## src/rtl/ee357_mem_pkg.sv

```systemverilog
// Shared definitions for the unified-memory arbiter: FSM state encodings
// and requester port indices.
package ee357_mem_pkg;

  typedef enum logic [1:0] {
    S_IDLE   = 2'd0,
    S_ACCESS = 2'd1,
    S_RESP   = 2'd2
  } state_t;

  localparam logic PORT_CPU = 1'b0;
  localparam logic PORT_DMA = 1'b1;

endpackage

```

## src/rtl/ee357_rr_arb2.sv

```systemverilog
// Two-way round-robin arbiter: picks a winner from req[1:0] and remembers
// the last-served port so that ties alternate between the requesters.
module ee357_rr_arb2
  import ee357_mem_pkg::*;
(
  input  logic       clk,
  input  logic       rst,
  input  logic [1:0] req,
  input  logic       update,
  output logic       grant,
  output logic       grant_valid
);

  logic last_served;

  always_comb begin
    grant       = PORT_CPU;
    grant_valid = 1'b0;
    case (req)
      2'b01: begin
        grant       = PORT_CPU;
        grant_valid = 1'b1;
      end
      2'b10: begin
        grant       = PORT_DMA;
        grant_valid = 1'b1;
      end
      2'b11: begin
        grant       = (last_served == PORT_CPU) ? PORT_DMA : PORT_CPU;
        grant_valid = 1'b1;
      end
      default: begin
        grant       = PORT_CPU;
        grant_valid = 1'b0;
      end
    endcase
  end

  // Reset to the DMA port so the CPU wins the first tie.
  always_ff @(posedge clk) begin
    if (rst) begin
      last_served <= PORT_DMA;
    end else if (update && grant_valid) begin
      last_served <= grant;
    end
  end

endmodule

```

## src/rtl/ee357_mem_arbiter.sv

```systemverilog
// Shares one fixed-latency memory port between the CPU controller (port 0)
// and a DMA/loader master (port 1); returns a one-cycle ack and registered read data.
module ee357_mem_arbiter
  import ee357_mem_pkg::*;
#(
  parameter int AW      = 8,
  parameter int DW      = 32,
  parameter int MEM_LAT = 2
) (
  input  logic          clk,
  input  logic          rst,
  input  logic          req0,
  input  logic          we0,
  input  logic [AW-1:0] addr0,
  input  logic [DW-1:0] wdata0,
  output logic          gnt0,
  output logic          ack0,
  output logic [DW-1:0] rdata0,
  input  logic          req1,
  input  logic          we1,
  input  logic [AW-1:0] addr1,
  input  logic [DW-1:0] wdata1,
  output logic          gnt1,
  output logic          ack1,
  output logic [DW-1:0] rdata1,
  output logic          mem_en,
  output logic          mem_we,
  output logic [AW-1:0] mem_addr,
  output logic [DW-1:0] mem_wdata,
  input  logic [DW-1:0] mem_rdata,
  output logic          busy
);

  localparam int CW = (MEM_LAT > 1) ? $clog2(MEM_LAT) : 1;
  localparam logic [CW-1:0] CNT_INIT = CW'(MEM_LAT - 1);

  state_t        state, state_next;
  logic [CW-1:0] cnt;
  logic          owner;
  logic          lat_we;
  logic [AW-1:0] lat_addr;
  logic [DW-1:0] lat_wdata;
  logic          arb_grant;
  logic          arb_valid;

  ee357_rr_arb2 u_arb (
    .clk         (clk),
    .rst         (rst),
    .req         ({req1, req0}),
    .update      (state == S_IDLE),
    .grant       (arb_grant),
    .grant_valid (arb_valid)
  );

  always_ff @(posedge clk) begin
    if (rst) begin
      state <= S_IDLE;
    end else begin
      state <= state_next;
    end
  end

  always_comb begin
    state_next = state;
    mem_en     = 1'b0;
    mem_we     = 1'b0;
    gnt0       = 1'b0;
    gnt1       = 1'b0;
    ack0       = 1'b0;
    ack1       = 1'b0;
    case (state)
      S_IDLE: begin
        if (arb_valid) begin
          state_next = S_ACCESS;
        end
      end
      S_ACCESS: begin
        mem_en = 1'b1;
        mem_we = lat_we;
        gnt0   = (owner == PORT_CPU);
        gnt1   = (owner == PORT_DMA);
        if (cnt == '0) begin
          state_next = S_RESP;
        end
      end
      S_RESP: begin
        gnt0       = (owner == PORT_CPU);
        gnt1       = (owner == PORT_DMA);
        ack0       = (owner == PORT_CPU);
        ack1       = (owner == PORT_DMA);
        state_next = S_IDLE;
      end
      default: begin
        state_next = S_IDLE;
      end
    endcase
  end

  assign mem_addr  = lat_addr;
  assign mem_wdata = lat_wdata;
  assign busy      = (state != S_IDLE);

  // The winner's command is latched at grant time so the memory side stays
  // stable even if the requester changes its inputs mid-access.
  always_ff @(posedge clk) begin
    if (rst) begin
      cnt       <= '0;
      owner     <= PORT_CPU;
      lat_we    <= 1'b0;
      lat_addr  <= '0;
      lat_wdata <= '0;
      rdata0    <= '0;
      rdata1    <= '0;
    end else begin
      case (state)
        S_IDLE: begin
          if (arb_valid) begin
            owner     <= arb_grant;
            lat_we    <= (arb_grant == PORT_DMA) ? we1 : we0;
            lat_addr  <= (arb_grant == PORT_DMA) ? addr1 : addr0;
            lat_wdata <= (arb_grant == PORT_DMA) ? wdata1 : wdata0;
            cnt       <= CNT_INIT;
          end
        end
        S_ACCESS: begin
          if (cnt != '0) begin
            cnt <= cnt - CW'(1);
          end else if (!lat_we) begin
            if (owner == PORT_CPU) begin
              rdata0 <= mem_rdata;
            end else begin
              rdata1 <= mem_rdata;
            end
          end
        end
        default: begin
          cnt <= cnt;
        end
      endcase
    end
  end

endmodule

```

## config.mk

```make
export PLATFORM = sky130hd
export DESIGN_NAME = ee357_mem_arbiter
export DESIGN_NICKNAME = d
export VERILOG_FILES = /design/src/rtl/ee357_mem_pkg.sv /design/src/rtl/ee357_rr_arb2.sv /design/src/rtl/ee357_mem_arbiter.sv
export SDC_FILE = /design/constraint.sdc
export NUM_CORES = 1
export LEC_CHECK = 0
export ABC_AREA = 1
export CORE_UTILIZATION = 44
export DETAILED_ROUTE_END_ITERATION = 6
export MAX_ROUTING_LAYER = met4
export PLACE_DENSITY = 0.86
export SETUP_SLACK_MARGIN = 0.2
export SYNTH_ARGS = -nofsm -noshare
export SYNTH_HDL_FRONTEND = slang
export SYNTH_SLANG_ARGS = --single-unit
```

## constraint.sdc

```tcl
create_clock -name clk -period 2.6 [get_ports clk]
set_clock_uncertainty 0.05 [all_clocks]
set_input_delay 0.52 -clock clk [delete_from_list [all_inputs] [get_ports clk]]
set_output_delay 0.52 -clock clk [all_outputs]
set_load 0.01 [all_outputs]
```

Yosys cells after proc, flatten, opt, wreduce, memory -nomap -nowiden
Index checks and enable logic that the tools add are counted.
Storage, ports and cells
  bits of input ports: 118
  word-level logic and storage cells: 49
  bits in registers: 110
  output and inout bits: 111
Cells by class
  eq/ne operators: 7
  bitwise operators: 3
  muxes and demuxes: 18
  reductions and logical operators: 11
  add/sub/neg operators: 1
Operators by type and width (count)
  $mux 32: 1
  $mux 1: 11
  $mux 8: 1
  $reduce_and 4->1: 2
  $eq 2x2->1 const B: 3
  $reduce_and 2->1: 3
  $eq 2x1->1 const B: 2
  $mux 2: 2
  $ne 2x2->1 const B: 2
  $pmux 1 s2: 2
  $pmux 2 s2: 1
  $reduce_bool 2->1: 2
  $not 1->1: 3
  $reduce_or 3->1: 1
  $logic_not 2->1: 1
  $reduce_or 2->1: 1
  $logic_and 1x1->1: 1
  $sub 1x1->1 const B: 1

Depth between registers and ports, before layout
  word-level depth: 5
  mapped depth: 9
  gate-level depth less buffers: 8

Hierarchy
A second synthesis with hierarchy kept.
Second synthesis, totals
  cells, all modules: 797
  area total of the unflattened synthesis: 5275.1 sq um
Modules (own cells, without submodules)
  ee357_mem_arbiter: cells each 788, instances 1, area each 5215.0 sq um, seq. area each 2182.1 sq um
  ee357_rr_arb2: cells each 9, instances 1, area each 60.1 sq um, seq. area each 20.0 sq um

Worst setup path before layout
OpenSTA, ideal clock, no wires.
  path type: flip-flop to output port
  start: register state[0]
  end: output port gnt0
  path buffers: 0
  stages on the path, launching flop included: 5
  arrival time: 0.874 ns
  slack: 1.156 ns
  data required time: 2.030 ns
  cell sequence: dfxtp_1 inv_1 ha_1 inv_1 nor2_1
On the way
  cells in the longest elaborated chain, start to end: 3
  elaborated cells on any way between the ends: 4
  those cells by class: eq/ne (2); mux (1); reduce/logical (1)
RTL lines
  start, declared: line ee357_mem_arbiter.sv:37  | state_t state, state_next;
  start signal, assigned: line ee357_mem_arbiter.sv:59  | state <= state_next;
  $eq 2x1->1 or $eq 2x2->1 (tied branches): line ee357_mem_arbiter.sv:71  | case (state)
  $reduce_or 2->1 (no line) (*)
  $mux 1 (*)
  end, declared: line ee357_mem_arbiter.sv:16  | output logic gnt0,
Mark *: on every way between the ends. The rest lies on a longest branch, timed or not.

Worst setup path after layout
  start: register state[0]
  end: output port gnt1
On the way
  cells in the longest elaborated chain, start to end: 3
  elaborated cells on any way between the ends: 4
  those cells by class: eq/ne (2); mux (1); reduce/logical (1)
RTL lines
  $eq 2x1->1 or $eq 2x2->1 (tied branches): line ee357_mem_arbiter.sv:71
  $reduce_or 2->1 (no line) (*)
  $mux 1 (*): line ee357_mem_arbiter.sv:71
  end, declared: line ee357_mem_arbiter.sv:23  | output logic gnt1,
Marked as above.

==> results.yml <==
sta:
  whs_ps: 420.5
  rsz0062_at_grt: "true"
  timing.final.crit_share_pct: 89.94
  max-slew-margin-rel_pct: 56.83
  tightestPinTransition_ps: 645.2
  fin_setup_tns_ps: 0
  clock.fmax_mhz: 427.6
  setup_viol: 0
  period_minus_slack_ps: 2338
  hold_viol: 0
  slew_violations: 0
layout:
  regArea_um2: 2205
  drive_gt1_share_pct: 4.372
  antenna_cells: 0
  fin_nets: 1009
  syn_to_final_growth_pct: 52.66
  fillers: 891
  multi_input_area_um2: 2028
detailed_routing:
  routed_wl_mm: 13.08
  drc: 0
  viasPerCell: 4.753
  vias: 4886
  drtPass1Iterations: 5
  wl_met1_mm: 5.551
  ant_nets: 0
  drt_first_iter_violations: 212
  highest_layer: "met4"
  wire_per_inst_um: 12.72
  met2_length_mm: 6.219
  wl_met3_mm: 1.008
global_route:
  grt_pass1_wl_mm: 21.38
  overflow: 0
  track_usage_pct: 24.75
  grt_pass1_vias: 4495
  antenna_found_initial: 0
  grt_max_degree: 83
place:
  gp_congestion: 0.7890
  dp_hpwl_mm: 9.504
  portBuffers: 228
clocking:
  clock_path_buffers: 2
  htree_levels: 3
  clock-sinks: 110
  clkLatencyLatePin_ps: 360
  clkTransAtPathRegs_ps: 120
  cts_root_buffer: "clkbuf_8"
  cts_buffers: 9
  cts_tree: "built"
  post_cts_buffers: 0
setup_path:
  crit_fanout: 3
  path_cells: "inv_1 > ha_1 > nand2_1 > inv_1 > clkdlybuf4s50_1"
  cp-start-kind: "flop"
  crit_path_top_delay_cell: "clkdlybuf4s50_1"
  critPathArrivalTime_ps: 1770
  critPathMaxStageDelay_ps: 550
  end_kind: "output pin"
  crit_required_ps: 2030
  ff2ff_setup_slack_ps: 720
  critPathKind: "flop to output pin"
  reg2reg_from: "state[1]"
  rr_endpoint: "rdata0[5]"
  rr_worst_depth: 7
  crit_path_frequent_cell: "inv_1"
floorplanning:
  die_y_um: 105.4
  start_util_pct: 45.39
  core-area_um2: 10370
  io_pins: 229
  chipWidth_um: 105.4
  dieArea_um2: 11120
  row_count: 37
yosys:
  syn_nets: 805
  synth_most_common_cell: "nor2_1"
  synth-edff-count: 0
  synthTopCellsByCount: "nor2_1, nand2_1, dfxtp_1"
  synth_cell_types: 18
  synth_ff_type: "dfxtp_1"
  synth_area_leader_cell: "dfxtp_1"
  ys_ff_latch: 110
  syn_inst: 683
  avgSynthCellArea_um2: 6.892
  syn_area_um2: 4707
  synth.top_cell.area_share_pct: 46.78
  synth_area_leaders: "dfxtp_1, nor2_1, nand2_1"
  synthArstFlopShare_pct: 0
  ys_warn_count: 0
  ys_seq_area_share_pct: 46.78
worst_hold_path:
  worstHoldPathCells: 2
  min_path_type: "flop to flop"
  min-delay-start: "rdata0[8]"
  holdPathEnd: "rdata0[8]"
power_and_ir_drop:
  leakage_nw: 3.023
  irDropWorstVdd_mv: 0.2864
  power_density_nw_per_um2: 664.6
  p_total_mw: 4.776
job:
  max-cap-violations: 0
run_status:
  status: "completed"
cells in the final DEF (no fill, tap or decap), drive strengths merged:
cell           synthesis  final
nand3                 35     35
a21oi                 36     36
dlygate4sd2            0      1
dfxtp                110    110
ha                     4      4
o21ai                 75     75
nor2                 196    196
buf                   34      9
clkbuf                10      9
clkinv                 1      6
nand2                129    129
inv                   53     55
clkdlybuf4s50          0    227
stage by stage:
stage	setup slack, ps	area [µm²]	utilization (%)	cells
6_report	261.5	7186	69.29	1028
5_1_grt	153.2	7186	69.29	1028
4_1_cts	203.6	7182	69.26	1028
3_5_place_dp	466.0	6977	67.28	1012
3_3_place_gp	515.5	6977	67.28	1012
2_1_floorplan	1156	4707	-	683
worst max-delay path: cells and delay by family (launching register included):
family,cells,cell delay (ps)
adder cells (fa/ha/maj),1,300
buffers and inverters,3,690
flip-flops,1,360
AND/OR/NAND/NOR,1,60
worst max-delay path by stage:
stage	startpoint	slack [ps]	to	cells past startpoint
6_report	state[0]	260	gnt1	5
5_1_grt	state[0]	150	gnt1	5
4_1_cts	state[0]	200	gnt1	5
3_5_place_dp	req1	470	mem_wdata[30]	7
3_3_place_gp	req1	520	mem_addr[4]	7
2_1_floorplan	state[0]	1160	gnt0	4
sequential cells by signal, indices dropped and copies added, names as in the netlist:
signal / cells
mem_wdata: 32
rdata0: 32
rdata1: 32
mem_addr: 8
state: 2
cnt: 1
lat_we: 1
owner: 1
u_arb.last_served: 1
cell type report:
type,instances,area share [%]
Timing Repair Buffer,237,33.03
Sequential cell,110,30.68
Tap cell,136,2.368
Clock inverter,7,1.132
Inverter,54,2.838
Multi-Input combinational cell,475,28.23
Clock buffer,9,1.724
report_power, final:
group	switching, mW	internal [mW]	leakage (nW)	total (mW)
registers	0.130	1.92	0.901	2.05
clock network	0.638	0.384	0.103	1.02
logic	0.868	0.832	2.02	1.70
total	1.64	3.14	3.02	4.78
kinds of logic (layout without fill, tap and decap cells):
group,Yosys count,after routing,share of synthesized area (%)
and+or+nand+nor,360,360,30.06
AOI/OAI and AO/OA,111,111,11.80
DFF,110,110,46.78
buffers and inverters,98,307,10.29
adders and majority gates,4,4,1.063
metal layers:
metal  vias up  GRT usage, %
met3        22         6.061
met1      2129         28.80
met4         0         8.451
met2       206         41.64
li1       2529             -
met5         -             -
timing repair:
action	CTS	global route
gates resized for setup	2	2
hold buffers	0	0
cloned	0	0
endpoints found under the setup margin	2	3
Note: power is estimated with default switching activity, not from simulation.
